==> config.mk <==
export PLATFORM = sky130hd
export DESIGN_NAME = std_div_pipe_7_flat
export DESIGN_NICKNAME = d
export VERILOG_FILES = /design/src/rtl/std_div_pipe_7_if.sv /design/src/rtl/std_div_pipe_7.sv /design/src/flat_wrapper.sv
export SDC_FILE = /design/constraint.sdc
export NUM_CORES = 1
export LEC_CHECK = 0
export CORE_ASPECT_RATIO = 1.1
export CORE_UTILIZATION = 59
export DETAILED_ROUTE_END_ITERATION = 6
export GPL_ROUTABILITY_DRIVEN = 0
export PLACE_DENSITY = 0.95
export SYNTH_ARGS = -nofsm -noshare
export SYNTH_HDL_FRONTEND = slang
export SYNTH_SLANG_ARGS = --single-unit
export TNS_END_PERCENT = 100
==> constraint.sdc <==
create_clock -name clk -period 3.4 [get_ports clk]
set_input_delay 0.34 -clock clk [delete_from_list [all_inputs] [get_ports clk]]
set_output_delay 0.34 -clock clk [all_outputs]
set_load 0.01 [all_outputs]
==> src/rtl/std_div_pipe_7_if.sv <==
// Handshake and result bundle for the multi-cycle unsigned divider.
// The master drives go/operands; the slave (divider) returns the result and done pulse.
interface std_div_pipe_7_if #(
    parameter int WIDTH = 7
);
    logic             go;
    logic [WIDTH-1:0] left;
    logic [WIDTH-1:0] right;
    logic [WIDTH-1:0] out_quotient;
    logic [WIDTH-1:0] out_remainder;
    logic             done;

    modport master (
        output go,
        output left,
        output right,
        input  out_quotient,
        input  out_remainder,
        input  done
    );

    modport slave (
        input  go,
        input  left,
        input  right,
        output out_quotient,
        output out_remainder,
        output done
    );
endinterface

==> src/rtl/std_div_pipe_7.sv <==
// Multi-cycle unsigned restoring divider: one quotient bit per clock, go/done handshake,
// registered results held until the next completion or reset.
module std_div_pipe_7 #(
    parameter int WIDTH = 7
) (
    input  logic             clk,
    input  logic             reset,
    std_div_pipe_7_if.slave  bus
);
    localparam int CW = (WIDTH > 1) ? $clog2(WIDTH) : 1;
    localparam logic [CW-1:0] CNT_LAST = CW'(WIDTH - 1);

    typedef enum logic [1:0] {
        ST_IDLE = 2'd0,
        ST_RUN  = 2'd1,
        ST_DONE = 2'd2
    } state_e;

    state_e           state_q,       state_d;
    logic [WIDTH-1:0] dividend_q,    dividend_d;
    logic [WIDTH-1:0] divisor_q,     divisor_d;
    logic [WIDTH:0]   rem_q,         rem_d;
    logic [WIDTH-1:0] quot_q,        quot_d;
    logic [CW-1:0]    cnt_q,         cnt_d;
    logic [WIDTH-1:0] out_quot_q,    out_quot_d;
    logic [WIDTH-1:0] out_rem_q,     out_rem_d;
    logic             done_q,        done_d;

    logic [WIDTH:0]   trial_s;
    logic [WIDTH:0]   diff_s;
    logic             ge_s;
    logic [WIDTH:0]   rem_next_s;
    logic [WIDTH-1:0] quot_next_s;

    // One restoring step: the invariant rem < divisor keeps the result within WIDTH bits.
    always_comb begin
        trial_s     = {rem_q[WIDTH-1:0], dividend_q[WIDTH-1]};
        diff_s      = trial_s - {1'b0, divisor_q};
        ge_s        = (trial_s >= {1'b0, divisor_q});
        rem_next_s  = ge_s ? diff_s : trial_s;
        quot_next_s = (quot_q << 1) | {{(WIDTH-1){1'b0}}, ge_s};
    end

    // Next-state and register-update decode for the IDLE/RUN/DONE sequence.
    always_comb begin
        state_d    = state_q;
        dividend_d = dividend_q;
        divisor_d  = divisor_q;
        rem_d      = rem_q;
        quot_d     = quot_q;
        cnt_d      = cnt_q;
        out_quot_d = out_quot_q;
        out_rem_d  = out_rem_q;
        done_d     = 1'b0;

        case (state_q)
            ST_IDLE: begin
                if (bus.go) begin
                    dividend_d = bus.left;
                    divisor_d  = bus.right;
                    rem_d      = {(WIDTH+1){1'b0}};
                    quot_d     = {WIDTH{1'b0}};
                    cnt_d      = {CW{1'b0}};
                    state_d    = ST_RUN;
                end else begin
                    state_d    = ST_IDLE;
                end
            end
            ST_RUN: begin
                dividend_d = dividend_q << 1;
                rem_d      = rem_next_s;
                quot_d     = quot_next_s;
                cnt_d      = cnt_q + CW'(1);
                if (cnt_q == CNT_LAST) begin
                    out_quot_d = quot_next_s;
                    out_rem_d  = rem_next_s[WIDTH-1:0];
                    done_d     = 1'b1;
                    state_d    = ST_DONE;
                end else begin
                    state_d    = ST_RUN;
                end
            end
            ST_DONE: begin
                state_d = ST_IDLE;
            end
            default: begin
                state_d = ST_IDLE;
            end
        endcase
    end

    // State and datapath registers; reset clears everything without waiting for a clock.
    always_ff @(posedge clk or negedge reset) begin
        if (!reset) begin
            state_q    <= ST_IDLE;
            dividend_q <= {WIDTH{1'b0}};
            divisor_q  <= {WIDTH{1'b0}};
            rem_q      <= {(WIDTH+1){1'b0}};
            quot_q     <= {WIDTH{1'b0}};
            cnt_q      <= {CW{1'b0}};
            out_quot_q <= {WIDTH{1'b0}};
            out_rem_q  <= {WIDTH{1'b0}};
            done_q     <= 1'b0;
        end else begin
            state_q    <= state_d;
            dividend_q <= dividend_d;
            divisor_q  <= divisor_d;
            rem_q      <= rem_d;
            quot_q     <= quot_d;
            cnt_q      <= cnt_d;
            out_quot_q <= out_quot_d;
            out_rem_q  <= out_rem_d;
            done_q     <= done_d;
        end
    end

    assign bus.out_quotient  = out_quot_q;
    assign bus.out_remainder = out_rem_q;
    assign bus.done          = done_q;
endmodule

==> src/flat_wrapper.sv <==
// flat-port wrapper written by rule: the top's interface ports become plain ports
module std_div_pipe_7_flat 
#(
    parameter int WIDTH = 7
)
  (clk, reset, bus_go, bus_left, bus_right, bus_out_quotient, bus_out_remainder, bus_done);
  std_div_pipe_7_if #(.WIDTH(WIDTH)) bus_i ();
  input  logic clk;
  input  logic reset;
  input wire logic [$bits(bus_i.go)-1:0] bus_go;
  input wire logic [$bits(bus_i.left)-1:0] bus_left;
  input wire logic [$bits(bus_i.right)-1:0] bus_right;
  output wire logic [$bits(bus_i.out_quotient)-1:0] bus_out_quotient;
  output wire logic [$bits(bus_i.out_remainder)-1:0] bus_out_remainder;
  output wire logic [$bits(bus_i.done)-1:0] bus_done;
  assign bus_i.go = bus_go;
  assign bus_i.left = bus_left;
  assign bus_i.right = bus_right;
  assign bus_out_quotient = bus_i.out_quotient;
  assign bus_out_remainder = bus_i.out_remainder;
  assign bus_done = bus_i.done;
  std_div_pipe_7 #(.WIDTH(WIDTH)) u_core (.clk(clk), .reset(reset), .bus(bus_i));
endmodule
# ---- Word level (Yosys, flattened, before mapping)
# Index checks and enable logic that the tools add are counted.
dict set report totals {
  reg_bits 47
  latch_bits 0
  ramBits 0
  romBits 0
  output_inout_bits 15
  memories 0
}
dict set report op_classes {
  addsub 2
  mul 0
  div 0
  n_lt_le_gt_ge 1
  n_eq_ne 3
  shifts 0
  n_mux 14
  n_bitwise 1
  n_reduce_logical 5
}
# op n
set ops {}
lappend ops {{case mux 7 bit (2 select lines)} 2}
lappend ops {{2-to-1 mux 7 bit} 3}
lappend ops {{case mux 6 bit (2 select lines)} 1}
lappend ops {{>= comparator 8 x 7 -> 1 bit} 1}
lappend ops {{OR 7 x 1 -> 7 bit} 1}
lappend ops {{subtractor 7 bit} 1}
lappend ops {{2-to-1 mux 6 bit} 1}
lappend ops {{case mux 3 bit (2 select lines)} 1}
lappend ops {{AND reduction 2 bit} 3}
lappend ops {{case mux 2 bit (2 select lines)} 1}
lappend ops {{adder 3 x 1 -> 3 bit (second input constant)} 1}
lappend ops {{equality test 3 bit (second input constant)} 1}
lappend ops {{2-to-1 mux 1 bit} 3}
lappend ops {{2-to-1 mux 3 bit} 1}
lappend ops {{equality test 2 x 1 -> 1 bit (second input constant)} 1}
lappend ops {{zero test 2 bit} 1}
lappend ops {{2-to-1 mux 2 bit} 1}
lappend ops {{inequality test 2 bit (second input constant)} 1}
lappend ops {{nonzero test 2 bit} 1}

# ---- Logic depth before layout (Yosys ltp)
dict set report depth {
  ltp_word 3
  ltp_mapped 9
  ltp_nobuf 8
}

# ---- Worst setup path before layout
# OpenSTA, ideal clock, no wires.
dict set report synth_timing {
  path_kind {register to register}
  startpoint {reg u_core.dividend_q[6]}
  endpoint {reg u_core.rem_q[0]}
  t_arrival_ns 1.915
  required_ns 3.264
  path_slack_ns 1.349
  path_stages_with_launch 10
  cell_sequence {dfrtp_1 -> inv_1 -> ha_1 -> fa_1 -> nand2b_2 -> a21oi_4 -> o221ai_2 -> buf_4 -> nand4_1 -> o311ai_2}
}
dict set report synth_between {
  elab_chain_len 3
  word_cells_on_any_way 4
  classes_between {add/sub: 1; order compare: 1; mux: 2}
}
# item line
set synth_rtl {}
lappend synth_rtl {{from (decl)} std_div_pipe_7.sv:20} ;# logic [WIDTH-1:0] dividend_q, dividend_d;
lappend synth_rtl {{from (signal assigned)} std_div_pipe_7.sv:96} ;# dividend_q <= {WIDTH{1'b0}};
lappend synth_rtl {{from (signal assigned)} std_div_pipe_7.sv:106} ;# dividend_q <= dividend_d;
lappend synth_rtl {{subtractor 7 bit / >= comparator 8 x 7 -> 1 bit (equally long branches)} {std_div_pipe_7.sv:38, std_div_pipe_7.sv:39}}
lappend synth_rtl {{2-to-1 mux 7 bit *} std_div_pipe_7.sv:40} ;# rem_next_s = ge_s ? diff_s : trial_s;
lappend synth_rtl {{case mux 7 bit (2 select lines) *} std_div_pipe_7.sv:56} ;# case (state_q)
lappend synth_rtl {{to (signal assigned)} std_div_pipe_7.sv:98} ;# rem_q <= {(WIDTH+1){1'b0}};
lappend synth_rtl {{to (signal assigned)} std_div_pipe_7.sv:108} ;# rem_q <= rem_d;
lappend synth_rtl {{to (decl)} std_div_pipe_7.sv:22} ;# logic [WIDTH:0] rem_q, rem_d;
# Every way passes the cells marked *; elsewhere a longest branch is shown, timed or not.
# A chain may end at the register's enable or synchronous reset.

# ---- Worst setup path in the final report
dict set report layout_timing {
  startpoint {reg u_core.dividend_q[6]}
  endpoint {reg u_core.rem_q[5]}
}
# Same word-level chain as after synthesis.

==> flow_summary.json <==
{
  "outcome": "finished, final reports clean",
  "cts_tree": "yes",
  "io_pins": 32,
  "synth_edf_count": 0,
  "cp_cell_sequence": "inv_1 > ha_1 > fa_1 > nand2b_2 > a21oi_4 > o221ai_2 > a32o_1 > o211ai_2",
  "power_w": 0.00326,
  "die-area_mm2": 0.00439,
  "synthDominantCellAreaShare_pct": 47.3,
  "insertion_delay_ps": 310,
  "p_seq_share_pct": 31.0,
  "drt-total-wl_mm": 5.32,
  "ctsHoldBuffers": 0,
  "grt_pass1_vias": 1961,
  "antenna_left": 0,
  "critPathArrivalTime_ps": 2630,
  "ys_types": 45,
  "p_sw_w": 0.00152,
  "fmax_mhz": 418,
  "critPathMaxStageDelay_ps": 400,
  "grt_pass1_wl_mm": 9.23,
  "switching_share_pct": 46.7,
  "drc": 0,
  "hold_viol": 0,
  "clkPwrFrac_pct": 10.2,
  "worst-slew-pin-transition_ps": 975,
  "setup_violations": 0,
  "dp_hpwl_mm": 3.55,
  "cp.required_ps": 3640,
  "async_reset_ff_share_pct": 100,
  "cts_buffers": 5,
  "yosysWarnings": 0,
  "netlist_instances": 250,
  "seq_area_frac_synth_pct": 47.3,
  "cts_buffer_depth": 2,
  "syn-num-nets": 277,
  "ys_top_cells_by_count": "46 x dfrtp_1, 44 x nand2_1, 21 x o21ai_0, 13 x a21oi_1, 13 x nor2_1",
  "rsz0062_at_grt": "no",
  "instances_no_fill": 329,
  "crit_path_top_delay_cell": "dfrtp_1",
  "clk_pin_slew_ps": 90,
  "overflow": 0,
  "power_density_mw_per_mm2": 1150,
  "critical_path_buf_inv_count": 1,
  "period_needed_ps": 2390,
  "syn_to_final_growth_pct": 16.0,
  "syn_area_mm2": 0.00244,
  "cp-start-kind": "flop",
  "final_nets": 303,
  "synth_largest_area_cell": "dfrtp_1",
  "vdd_drop_max_uv": 668,
  "die_x_um": 63.3,
  "postSynthAreaPerCell_um2": 9.74,
  "clockRootBuffer": "clkbuf_8",
  "cp_max_fo": 15,
  "drtPass1Iterations": 4,
  "internal_power_w": 0.00174,
  "nFillCells": 286,
  "period_share_pct": 70.4,
  "place_ws_ps": 1060,
  "leakage_nw": 1.24,
  "grt_use_total_pct": 26.9,
  "finClkSkew_ps": 7.37,
  "coreArea_mm2": 0.00396,
  "dp.cells": 321,
  "power_frac_comb_pct": 58.8,
  "maxCapViolations": 0,
  "min-delay-path-class": "input port to asynchronous set/reset pin",
  "fin_setup_tns_ps": 0,
  "wl_per_cell_um": 16.2,
  "synth.most_common_cell": "dfrtp_1",
  "drt_iter0_drc": 113,
  "synth_ff_type": "dfrtp_1",
  "synth_area_leaders": "dfrtp_1 47%, nand2_1 6.8%, ha_1 4.6%, o21ai_0 4.3%, nand4_1 2.8%",
  "criticalPathCategory": "flop to flop",
  "crit_family": "compound AO/OA/AOI/OAI gates",
  "grt_max_degree": 47,
  "rows": 24,
  "worst_hold_slack_ps": 187,
  "cts_htree_levels": 2,
  "numClockSinks": 46,
  "reg2reg_slack_ps": 1010,
  "start_util_pct": 61.5,
  "via_per_inst": 6.00,
  "io_buffers": 31,
  "ys_ff_latch": 46,
  "cts_resized": 0,
  "antenna_found_initial": 0,
  "worst_slack_ps": 1010,
  "cp-end-kind": "flop",
  "slew_violations": 0,
  "relSlewSlack_pct": 35.0,
  "vias": 1974,
  "post_cts_buffers": 0,
  "fp.dieH_um": 69.4,
  "drive_gt1_share_pct": 10.1,
  "antennaDiodeCount": 0
}
-- registers in the layout, indices dropped and copies added (netlist names) --
signal and cells:
u_core.bus.out_remainder 7, u_core.bus.out_quotient 7, u_core.state_q 1, u_core.dividend_q 7
u_core.divisor_q 7, u_core.quot_q 6, u_core.bus.done 1, u_core.cnt_q 3
u_core.rem_q 7
-- power groups by stage --
stage | sequential [W] | clock [W] | combinational (W)
after floorplan | 0.000980 | 0 | 0.00146
after global placement | 0.000998 | 0 | 0.00178
after detailed placement | 0.00101 | 0 | 0.00186
after CTS | 0.00101 | 0.000338 | 0.00189
after global routing | 0.00104 | 0.000359 | 0.00209
final | 0.00101 | 0.000333 | 0.00192
-- kinds of logic (layout without fill, tap and decap cells) --
group,after synthesis,in the layout,share of synthesized area (%)
simple gates,97,97,19.9
buf+inv,26,53,5.29
xor+xnor,2,2,0.719
flops,46,46,47.3
mux,2,2,0.873
compound gates,67,67,20.5
fa+ha+maj,10,10,5.44
-- metal layers --
| metal | vias to the layer above | wire length, µm | global-route usage, % |
|---|---|---|---|
| li1 | 936 | - | - |
| met1 | 936 | 2260 | 35.1 |
| met2 | 90 | 2600 | 42.9 |
| met3 | 12 | 347 | 6.09 |
| met4 | 0 | 116 | 11.9 |
| met5 | - | 0 | 0 |
-- cells in the final DEF, fill, tap and decap left out, drive strengths merged, types with 6 or more instances in the layout --
master and n:
a21oi 14, a22o 6, clkdlybuf4s50 30, dfrtp 46, ha 9, inv 12
nand2 44, nand3 7, nand4 11, nor2 14, nor2b 7, o21ai 21
-- layout make-up --
type                            instances  area, µm²  area share [%]
Sequential cell                        46       1150            40.7
Multi-Input combinational cell        178       1160            40.9
Clock inverter                          3       21.3           0.753
Inverter                               13       50.0            1.77
Timing Repair Buffer                   32        313            11.1
Clock buffer                            5       68.8            2.44
Tap cell                               52       65.1            2.30
-- path summary, 6_finish.rpt --
kind / from / endpoint / depth (start not counted)
setup / recovery: u_core.dividend_q[6] / u_core.rem_q[5] / 8
hold / removal: reset / u_core.dividend_q[3] / 1
setup reg to reg: u_core.dividend_q[6] / u_core.rem_q[5] / 8
hold reg to reg: u_core.bus.out_quotient[6] / u_core.bus.out_quotient[6] / 2
max in group asynchronous: reset / u_core.divisor_q[1] / 1
min in group clk: u_core.bus.out_quotient[6] / u_core.bus.out_quotient[6] / 2
-- stage by stage --
stage               util [%]  instance area (µm²)
floorplan                  -                 2440
global placement        69.0                 2740
detailed placement      69.0                 2740
CTS                     71.3                 2830
global route            71.3                 2830
finish                  71.3                 2830
No activity file was read; power rests on OpenSTA's default activity.
